**src/rtl/operand_sel_reg_pkg.sv**
```systemverilog
// Shared pipeline constants: word width, forwarding select encodings, default error counter width.
package pipe_pkg;

   localparam int unsigned WORD_W    = 32;
   localparam int unsigned ERR_W_DEF = 8;

   typedef enum logic [1:0] {
      FWD_REG = 2'd0,
      FWD_MEM = 2'd1,
      FWD_WB  = 2'd2
   } fwd_sel_e;

endpackage

```
**src/rtl/operand_sel_reg_if.sv**
```systemverilog
// Operand selector bus: sources, select and pipeline controls in; registered operand out.
interface operand_sel_reg_if #(
   parameter int unsigned WIDTH = 32,
   parameter int unsigned N_IN  = 3,
   parameter int unsigned ERR_W = 8
);
   localparam int unsigned SEL_W = $clog2(N_IN);

   logic [N_IN*WIDTH-1:0] data_in;
   logic [SEL_W-1:0]      sel;
   logic                  in_valid;
   logic                  stall;
   logic                  flush;
   logic [WIDTH-1:0]      data_out;
   logic                  out_valid;
   logic                  sel_err;
   logic [ERR_W-1:0]      err_cnt;

   modport master (
      output data_in, sel, in_valid, stall, flush,
      input  data_out, out_valid, sel_err, err_cnt
   );

   modport slave (
      input  data_in, sel, in_valid, stall, flush,
      output data_out, out_valid, sel_err, err_cnt
   );

endinterface

```
**src/rtl/operand_sel_reg_sel_core.sv**
```systemverilog
// Combinational indexed word select with an in-range flag for the requested source.
module sel_core #(
   parameter int unsigned WIDTH = 32,
   parameter int unsigned N_IN  = 3,
   localparam int unsigned SEL_W = $clog2(N_IN)
) (
   input  logic [N_IN*WIDTH-1:0] data_in,
   input  logic [SEL_W-1:0]      sel,
   output logic [WIDTH-1:0]      data,
   output logic                  in_range
);

   // Codes with no matching source leave data at zero and in_range low.
   always_comb begin
      data     = '0;
      in_range = 1'b0;
      for (int k = 0; k < N_IN; k++) begin
         if (sel == SEL_W'(k)) begin
            data     = data_in[k*WIDTH +: WIDTH];
            in_range = 1'b1;
         end
      end
   end

endmodule

```
**src/rtl/operand_sel_reg.sv**
```systemverilog
// Registered N-to-1 operand selector with valid tracking, stall hold, flush bubble and OOR tally.
module operand_sel_reg
   import pipe_pkg::*;
#(
   parameter int unsigned WIDTH    = WORD_W,
   parameter int unsigned N_IN     = 3,
   parameter int unsigned OOR_HOLD = 0,
   parameter int unsigned ERR_W    = ERR_W_DEF
) (
   input logic             clk,
   input logic             rst,
   operand_sel_reg_if.slave bus
);

   localparam logic [ERR_W-1:0] ERR_MAX = '1;

   logic [WIDTH-1:0] sel_data;
   logic             in_range;

   logic [WIDTH-1:0] data_q, data_d;
   logic             valid_q, valid_d;
   logic             err_q, err_d;
   logic [ERR_W-1:0] cnt_q, cnt_d;

   sel_core #(
      .WIDTH (WIDTH),
      .N_IN  (N_IN)
   ) u_sel_core (
      .data_in  (bus.data_in),
      .sel      (bus.sel),
      .data     (sel_data),
      .in_range (in_range)
   );

   // Priority below rst: flush, then stall, then load.
   always_comb begin
      data_d  = data_q;
      valid_d = valid_q;
      err_d   = err_q;
      cnt_d   = cnt_q;
      if (bus.flush) begin
         data_d  = '0;
         valid_d = 1'b0;
         err_d   = 1'b0;
      end else if (!bus.stall) begin
         valid_d = bus.in_valid;
         if (!bus.in_valid) begin
            data_d = '0;
            err_d  = 1'b0;
         end else if (in_range) begin
            data_d = sel_data;
            err_d  = 1'b0;
         end else begin
            err_d = 1'b1;
            if (cnt_q != ERR_MAX) cnt_d = cnt_q + ERR_W'(1);
            if (OOR_HOLD == 0) data_d = '0;
         end
      end
   end

   always_ff @(posedge clk) begin
      if (rst) begin
         data_q  <= '0;
         valid_q <= 1'b0;
         err_q   <= 1'b0;
         cnt_q   <= '0;
      end else begin
         data_q  <= data_d;
         valid_q <= valid_d;
         err_q   <= err_d;
         cnt_q   <= cnt_d;
      end
   end

   assign bus.data_out  = data_q;
   assign bus.out_valid = valid_q;
   assign bus.sel_err   = err_q;
   assign bus.err_cnt   = cnt_q;

endmodule

```
**src/flat_wrapper.sv**
```systemverilog
// flat-port wrapper written by rule: the top's interface ports become plain ports
module operand_sel_reg_flat import pipe_pkg::*;
#(
   parameter int unsigned WIDTH    = WORD_W,
   parameter int unsigned N_IN     = 3,
   parameter int unsigned OOR_HOLD = 0,
   parameter int unsigned ERR_W    = ERR_W_DEF
)
  (clk, rst, bus_data_in, bus_sel, bus_in_valid, bus_stall, bus_flush, bus_data_out, bus_out_valid, bus_sel_err, bus_err_cnt);
  operand_sel_reg_if #(.WIDTH(WIDTH), .N_IN(N_IN), .ERR_W(ERR_W)) bus_i ();
  input logic clk;
  input logic rst;
  input wire logic [$bits(bus_i.data_in)-1:0] bus_data_in;
  input wire logic [$bits(bus_i.sel)-1:0] bus_sel;
  input wire logic [$bits(bus_i.in_valid)-1:0] bus_in_valid;
  input wire logic [$bits(bus_i.stall)-1:0] bus_stall;
  input wire logic [$bits(bus_i.flush)-1:0] bus_flush;
  output wire logic [$bits(bus_i.data_out)-1:0] bus_data_out;
  output wire logic [$bits(bus_i.out_valid)-1:0] bus_out_valid;
  output wire logic [$bits(bus_i.sel_err)-1:0] bus_sel_err;
  output wire logic [$bits(bus_i.err_cnt)-1:0] bus_err_cnt;
  assign bus_i.data_in = bus_data_in;
  assign bus_i.sel = bus_sel;
  assign bus_i.in_valid = bus_in_valid;
  assign bus_i.stall = bus_stall;
  assign bus_i.flush = bus_flush;
  assign bus_data_out = bus_i.data_out;
  assign bus_out_valid = bus_i.out_valid;
  assign bus_sel_err = bus_i.sel_err;
  assign bus_err_cnt = bus_i.err_cnt;
  operand_sel_reg #(.WIDTH(WIDTH), .N_IN(N_IN), .OOR_HOLD(OOR_HOLD), .ERR_W(ERR_W)) u_core (.clk(clk), .rst(rst), .bus(bus_i));
endmodule
```
**config.mk**
```make
export PLATFORM = sky130hd
export DESIGN_NAME = operand_sel_reg_flat
export DESIGN_NICKNAME = d
export VERILOG_FILES = /design/src/rtl/operand_sel_reg_pkg.sv /design/src/rtl/operand_sel_reg_if.sv /design/src/rtl/operand_sel_reg_sel_core.sv /design/src/rtl/operand_sel_reg.sv /design/src/flat_wrapper.sv
export SDC_FILE = /design/constraint.sdc
export NUM_CORES = 1
export LEC_CHECK = 0
export CAP_MARGIN = 20
export CORE_AREA = 3 3 87 89
export DETAILED_ROUTE_END_ITERATION = 16
export DIE_AREA = 0 0 90 92
export HOLD_SLACK_MARGIN = 0.05
export PLACE_DENSITY_LB_ADDON = 0.25
export REMOVE_ABC_BUFFERS = 1
export SETUP_SLACK_MARGIN = 0.3
export SLEW_MARGIN = 20
export SYNTH_ARGS = -nofsm -noshare
export SYNTH_HDL_FRONTEND = slang
export SYNTH_SLANG_ARGS = --single-unit
```
**constraint.sdc**
```tcl
create_clock -name clk -period 1.5 [get_ports clk]
set_clock_uncertainty 0.15 [all_clocks]
set_input_delay 0.15 -clock clk [delete_from_list [all_inputs] [get_ports clk]]
set_output_delay 0.15 -clock clk [all_outputs]
set_load 0.01 [all_outputs]
```
==> results.yml, run 1 <==
sta:
  min_period_over_period: 1.021
  period_needed_ps: 1531
  setup_ws_ps: -30.97
  setup_viol: 1
  slew_headroom: 0.8157
  rsz0062_at_grt: "true"
  timing.setup.tns_ps: -30.97
  fmax_mhz: 653.2
  finalHoldViolCount: 0
  tightest_slew_ps: 274.4
  slew_violations: 0
synthesis:
  ys_seq_elements: 42
  yosysWarnings: 0
  yosys.area.top_type: "dfxtp_1"
  synthCells: 304
  synth.area.top_cells: "dfxtp_1 36%, mux2i_1 14%, a21oi_1 8.2%, o21ai_0 6.2%, nor2_1 6.0%"
  avgSynthCellArea_um2: 7.672
  synth_edf_count: 0
  synth_top_area_frac: 0.3605
  synth_ff_type: "dfxtp_1"
  async_flop_share: 0
  ys_types: 34
  synthesis.area_mm2: 0.002332
  yosysSeqAreaShare: 0.3605
status:
  violations: "negative setup slack"
  status: "finished, violations left"
cts:
  clk_latency_ps: 290
  cts.clk_slew.worst_paths_ps: 80
  postCtsHoldBufs: 0
  h-tree-depth: 2
  clock_sinks: 42
  cts_made_buffers: 5
  clockBufferDepth: 2
  tritoncts: "built"
  ctsRootBufferMaster: "clkbuf_8"
power:
  p_int_mw: 1.880
  pwr-share-clk: 0.299
  powerDensity_mw_per_mm2: 583.5
  p_switching_mw: 0.6008
  power.leakage_nw: 1.723
  ir_drop_mv: 0.3448
  pwr-share-comb: 0.245
  seqPwrFrac: 0.457
  swShare: 0.2422
route:
  drt-initial-drc-count: 64
  ant_nets: 0
  wl_per_cell_um: 14.13
  avgViaCountPerCell: 4.708
  routed-via-count: 2665
  drcViolationCount: 0
  drt_pass1_iterations: 4
  drt_wl_total_um: 7999
finish:
  stdcell_area_mm2: 0.004250
  drive_gt1_frac: 0.2617
  nFillCells: 634
  fin_nets: 573
  area_delta_synth_final_pct: 82.24
  diodes: 0
worst_setup_path:
  start_kind: "flop"
  endpoint_kind: "flop"
  cp_max_fo: 3
  worstPathRequired_ps: 1530
  path_class: "flop to flop"
  critPathArrivalTime_ps: 1560
place:
  post-place-ws_ps: -475.6
  io_buffers: 144
  dpl_cell_area_mm2: 0.004046
  dpl.hpwl_um: 6119
  gp_congestion: 0.7673
global_route:
  antenna_found_initial: 0
  grt_max_degree: 31
  overflow: 0
  grt_util_all_layers: 0.1942
  grt_pass1_vias: 2646
  grt_pass1_wl_um: 13080
floorplan:
  die_x_um: 90
  die_h_um: 92
  start_util: 0.3414
  die_area_mm2: 0.008280
  io_pins: 145
  core_area_mm2: 0.006832
  row_count: 30
hold_path:
  min_path_type: "input port to flop"
run:
  drv_cap: 0
==> path summary, 6_finish.rpt <==
kind	start	end	slack (ps)	cells past startpoint
max	u_core.bus.err_cnt[0]	u_core.bus.err_cnt[7]	-30	5
min	bus_stall	u_core.bus.out_valid	140	4
max reg2reg	u_core.bus.err_cnt[0]	u_core.bus.err_cnt[7]	-30	5
min reg2reg	u_core.bus.data_out[14]	u_core.bus.data_out[14]	310	2
==> cell usage after synthesis, types with 2 or more instances <==
library cell	count
nor2_1	37
buf_2	4
a211oi_1	4
and2_0	15
nand2_1	36
and2_1	17
dfxtp_1	42
and3_1	2
nor3_1	4
clkbuf_1	18
o21ai_1	5
o21ai_0	29
a21oi_1	38
mux2i_1	33
==> worst max-delay path, stage by stage (launching register included) <==
cell      delay, ps
dfxtp_2         370
buf_6           120
nand2_4          50
or4_4           510
nor3_2          130
a211oi_1         90
==> layout make-up <==
| cell class | instances | area (µm²) | area share |
|---|---|---|---|
| multi-input combinational | 237 | 1509 | 0.3550 |
| clock inverter | 1 | 5.005 | 0.001178 |
| tap | 96 | 120.1 | 0.02826 |
| clock buffer | 7 | 86.33 | 0.02031 |
| sequential | 42 | 858.3 | 0.2019 |
| inverter | 1 | 6.256 | 0.001472 |
| timing repair buffer | 182 | 1665 | 0.3918 |
==> metrics by stage <==
stage | power [mW] | utilization | hold slack, ps | cells
after floorplan | 1.316 | - | 69.07 | 280
after global placement | 1.747 | 0.5923 | 296.5 | 551
after detailed placement | 1.754 | 0.5923 | 299.7 | 551
after CTS | 2.513 | 0.6335 | 224.3 | 564
after global routing | 2.612 | 0.6222 | 159.3 | 566
final | 2.480 | 0.6222 | 141.6 | 566
==> timing repair <==
item | in CTS | in global routing
endpoints found under the setup margin | 83 | 61
hold endpoints to repair | 0 | 0
pin swaps | 13 | 10
gates cloned | 2 | 0
resized for setup | 152 | 59
setup buffers | 3 | 2
==> power groups by stage <==
stage	clock [mW]	combinational (mW)	sequential [mW]
final	0.741	0.607	1.13
after global routing	0.817	0.660	1.13
after CTS	0.768	0.612	1.13
after detailed placement	0	0.592	1.16
after global placement	0	0.586	1.16
after floorplan	0	0.148	1.17
==> routing by layer <==
layer / vias to the layer above / GRT usage / share of wire
met5: - / 0 / 0
met4: 0 / 0.03699 / 0.0054
met3: 4 / 0.07465 / 0.092
met2: 105 / 0.3566 / 0.51
met1: 1186 / 0.2135 / 0.40
li1: 1370 / - / -
==> cells in the final DEF, fill, tap and decap left out, types with 3 or more instances in the layout <==
cell             count
a21oi_1             35
and2_0              15
and2_1              17
buf_2                8
buf_4               19
buf_6               21
clkbuf_2            25
clkbuf_8             6
clkdlybuf4s15_1      3
clkdlybuf4s15_2      5
clkdlybuf4s50_1     97
dfxtp_1             32
dfxtp_2              8
mux2i_1             33
nand2_1             35
nor2_1              36
o21ai_0             28
o21ai_1              3
o21ai_2              3
==> logic make-up after synthesis <==
group                    after synthesis  share of synthesized area
AND/OR/NAND/NOR                      123                     0.2645
flip-flops                            42                     0.3605
multiplexers                          33                     0.1416
XOR/XNOR                               1                   0.003756
adder cells (fa/ha/maj)                1                   0.005364
AO/OA/AOI/OAI                         79                     0.1770
buffers and inverters                 25                    0.04721
==> state kept, by name, indices dropped and copies added, names as in the netlist <==
register,count
u_core.bus.data_out,32
u_core.bus.out_valid,1
u_core.bus.err_cnt,8
u_core.bus.sel_err,1
No activity file was read; power rests on OpenSTA's default activity.
==> run 2: changes to the inputs <==
Settings changed: CAP_MARGIN 20 to 30.
==> results of run 2 <==
No change in the layout: final DEF, timing and power equal those of run 1.
==> run 3: changes to the inputs <==
Settings changed: CAP_MARGIN 30 to 40.
Clock period 1.5 ns to 1.36 ns, I/O delays scaled along.
==> run 3 against run 2 <==
The run still ends with negative setup slack left. Count of clock-buffer cells in the layout increased by 1. Global-route usage increased by 0.090 points. Sequential power increased by 11%. Utilization increased by 7.1 points. Final area increased by 11%. Fmax increased by 0.26%. Worst setup slack got worse by 140 ps. Clock power increased by 27%. Critical path depth unchanged. Die area unchanged.
==> results.yml, run 3 (synthesis results as in run 1) <==
worst_setup_path:
  path_class: "flop to flop"
  cp_max_fo: 3
  endpoint_kind: "flop"
  worstPathRequired_ps: 1390
  critPathArrivalTime_ps: 1550
  start_kind: "flop"
finish:
  diodes: 0
  largest_register_ff_count: 32
  nFillCells: 556
  fin_nets: 589
  instances_no_fill: 582
  multiInputGateArea_mm2: 0.001633
  stdcell_area_mm2: 0.004738
  area_delta_synth_final_pct: 103.2
  final_common_cell: "clkdlybuf4s50_1"
  layout_common_cells: "96 x clkdlybuf4s50_1, 47 x buf_6, 41 x dfxtp_2"
  seq_area_um2: 895.9
  drive_gt1_frac: 0.4506
place:
  gp_congestion: 0.8464
  dp_cells: 555
  dpl_cell_area_mm2: 0.004076
  post-place-ws_ps: -572.7
  dpl.hpwl_um: 6141
  io_buffers: 144
global_route:
  antenna_found_initial: 0
  grt_util_all_layers: 0.1951
  overflow: 0
  grt_pass1_vias: 2757
  grt_max_degree: 31
  grt_pass1_wl_um: 13170
sta:
  fmax_mhz: 654.9
  rsz0062_at_grt: "true"
  setup_ws_ps: -167.0
  setup_viol: 8
  min_period_over_period: 1.123
  finalHoldViolCount: 0
  period_needed_ps: 1527
  tightest_slew_ps: 364.5
  slew_violations: 0
  slew_headroom: 0.7548
floorplan:
  core_area_mm2: 0.006832
  row_count: 30
  start_util: 0.3414
  die_h_um: 92
  io_pins: 145
  die_area_mm2: 0.008280
  die_x_um: 90
status:
  violations: "negative setup slack"
  status: "finished, violations left"
cts:
  ctsRootBufferMaster: "clkbuf_8"
  cts_made_buffers: 5
  clk_latency_ps: 290
  tritoncts: "built"
  cts.clk_slew.worst_paths_ps: 80
  h-tree-depth: 2
  clock_sinks: 42
  clockBufferDepth: 2
  postCtsHoldBufs: 0
route:
  drt_pass1_iterations: 4
  drt-initial-drc-count: 96
  avgViaCountPerCell: 4.887
  wl_per_cell_um: 15.12
  drt_wl_total_um: 8800
  drcViolationCount: 0
  ant_nets: 0
  routed-via-count: 2844
power:
  pwr-share-comb: 0.266
  pwr-share-clk: 0.314
  swShare: 0.2465
  ir_drop_mv: 0.3447
  p_switching_mw: 0.7376
  p_total_mw: 2.992
  p_int_mw: 2.254
  powerDensity_mw_per_mm2: 631.4
  seqPwrFrac: 0.419
  power.leakage_nw: 1.934
run:
  drv_cap: 0
hold_path:
  min_path_type: "input port to flop"
run 3: cell count changes in the layout (fill, tap and decap cells not counted), moves of 6 or more:
cell      change
dfxtp_2      +33
dfxtp_1      -32
o21ai_2      +28
o21ai_0      -27
buf_6        +26
clkbuf_2     -25
and2_4       +17
and2_0       -12
buf_4        +10
buf_2         +6
run 3: worst paths after layout:
path / to / slack [ps] / cells past startpoint / from
setup / recovery: u_core.bus.err_cnt[7] / -170 / 5 / u_core.bus.err_cnt[0]
setup reg to reg: u_core.bus.err_cnt[7] / -170 / 5 / u_core.bus.err_cnt[0]
hold / removal: u_core.bus.data_out[12] / 130 / 5 / bus_sel[1]
hold reg to reg: u_core.bus.data_out[3] / 310 / 2 / u_core.bus.data_out[3]
run 3: metrics by stage:
step,util,hold slack [ps],TNS (ps)
final,0.6936,132.0,-968.6
after global placement,0.5967,297.5,-19540
after detailed placement,0.5967,305.9,-20290
after CTS,0.6201,70.79,-869.2
after floorplan,-,55.07,-12060
after global routing,0.6936,156.4,-1577
run 3: timing repair:
item                                   4_1_cts  5_1_grt
gates resized for setup                    263      139
pin swaps                                   10       37
endpoints found under the hold margin        0        0
setup endpoints to repair                   84       72
setup buffers                                4       11
cloned                                       2        2
run 3: area by class of cell:
type / instances / area share
Sequential cell: 42 / 0.1891
Tap cell: 96 / 0.02535
Multi-Input combinational cell: 237 / 0.3446
Timing Repair Buffer: 198 / 0.4170
Inverter: 1 / 0.0007922
Clock buffer: 8 / 0.02324
run 3: per-layer routing:
layer | wire [µm] | share of wire | vias to the layer above | global-route usage
met4 | 146 | 0.017 | 0 | 0.05230
li1 | - | - | 1399 | -
met3 | 830 | 0.094 | 12 | 0.07137
met1 | 3368 | 0.38 | 1308 | 0.2176
met5 | 0 | 0 | - | 0
met2 | 4454 | 0.51 | 125 | 0.3497
run 3: critical path, cell delays in order, from the launching register on:
cell,delay (ps)
dfxtp_2,340
buf_4,130
nand2_2,70
or4_4,520
nor3_2,130
a211oi_1,90
run 3: power by group through the flow:
| stage | clock network (mW) | logic (mW) | registers [mW] |
|---|---|---|---|
| after detailed placement | 0 | 0.651 | 1.28 |
| after global placement | 0 | 0.647 | 1.28 |
| after floorplan | 0 | 0.163 | 1.29 |
| final | 0.941 | 0.797 | 1.25 |
| after CTS | 0.959 | 0.680 | 1.25 |
| after global routing | 1.01 | 0.855 | 1.26 |
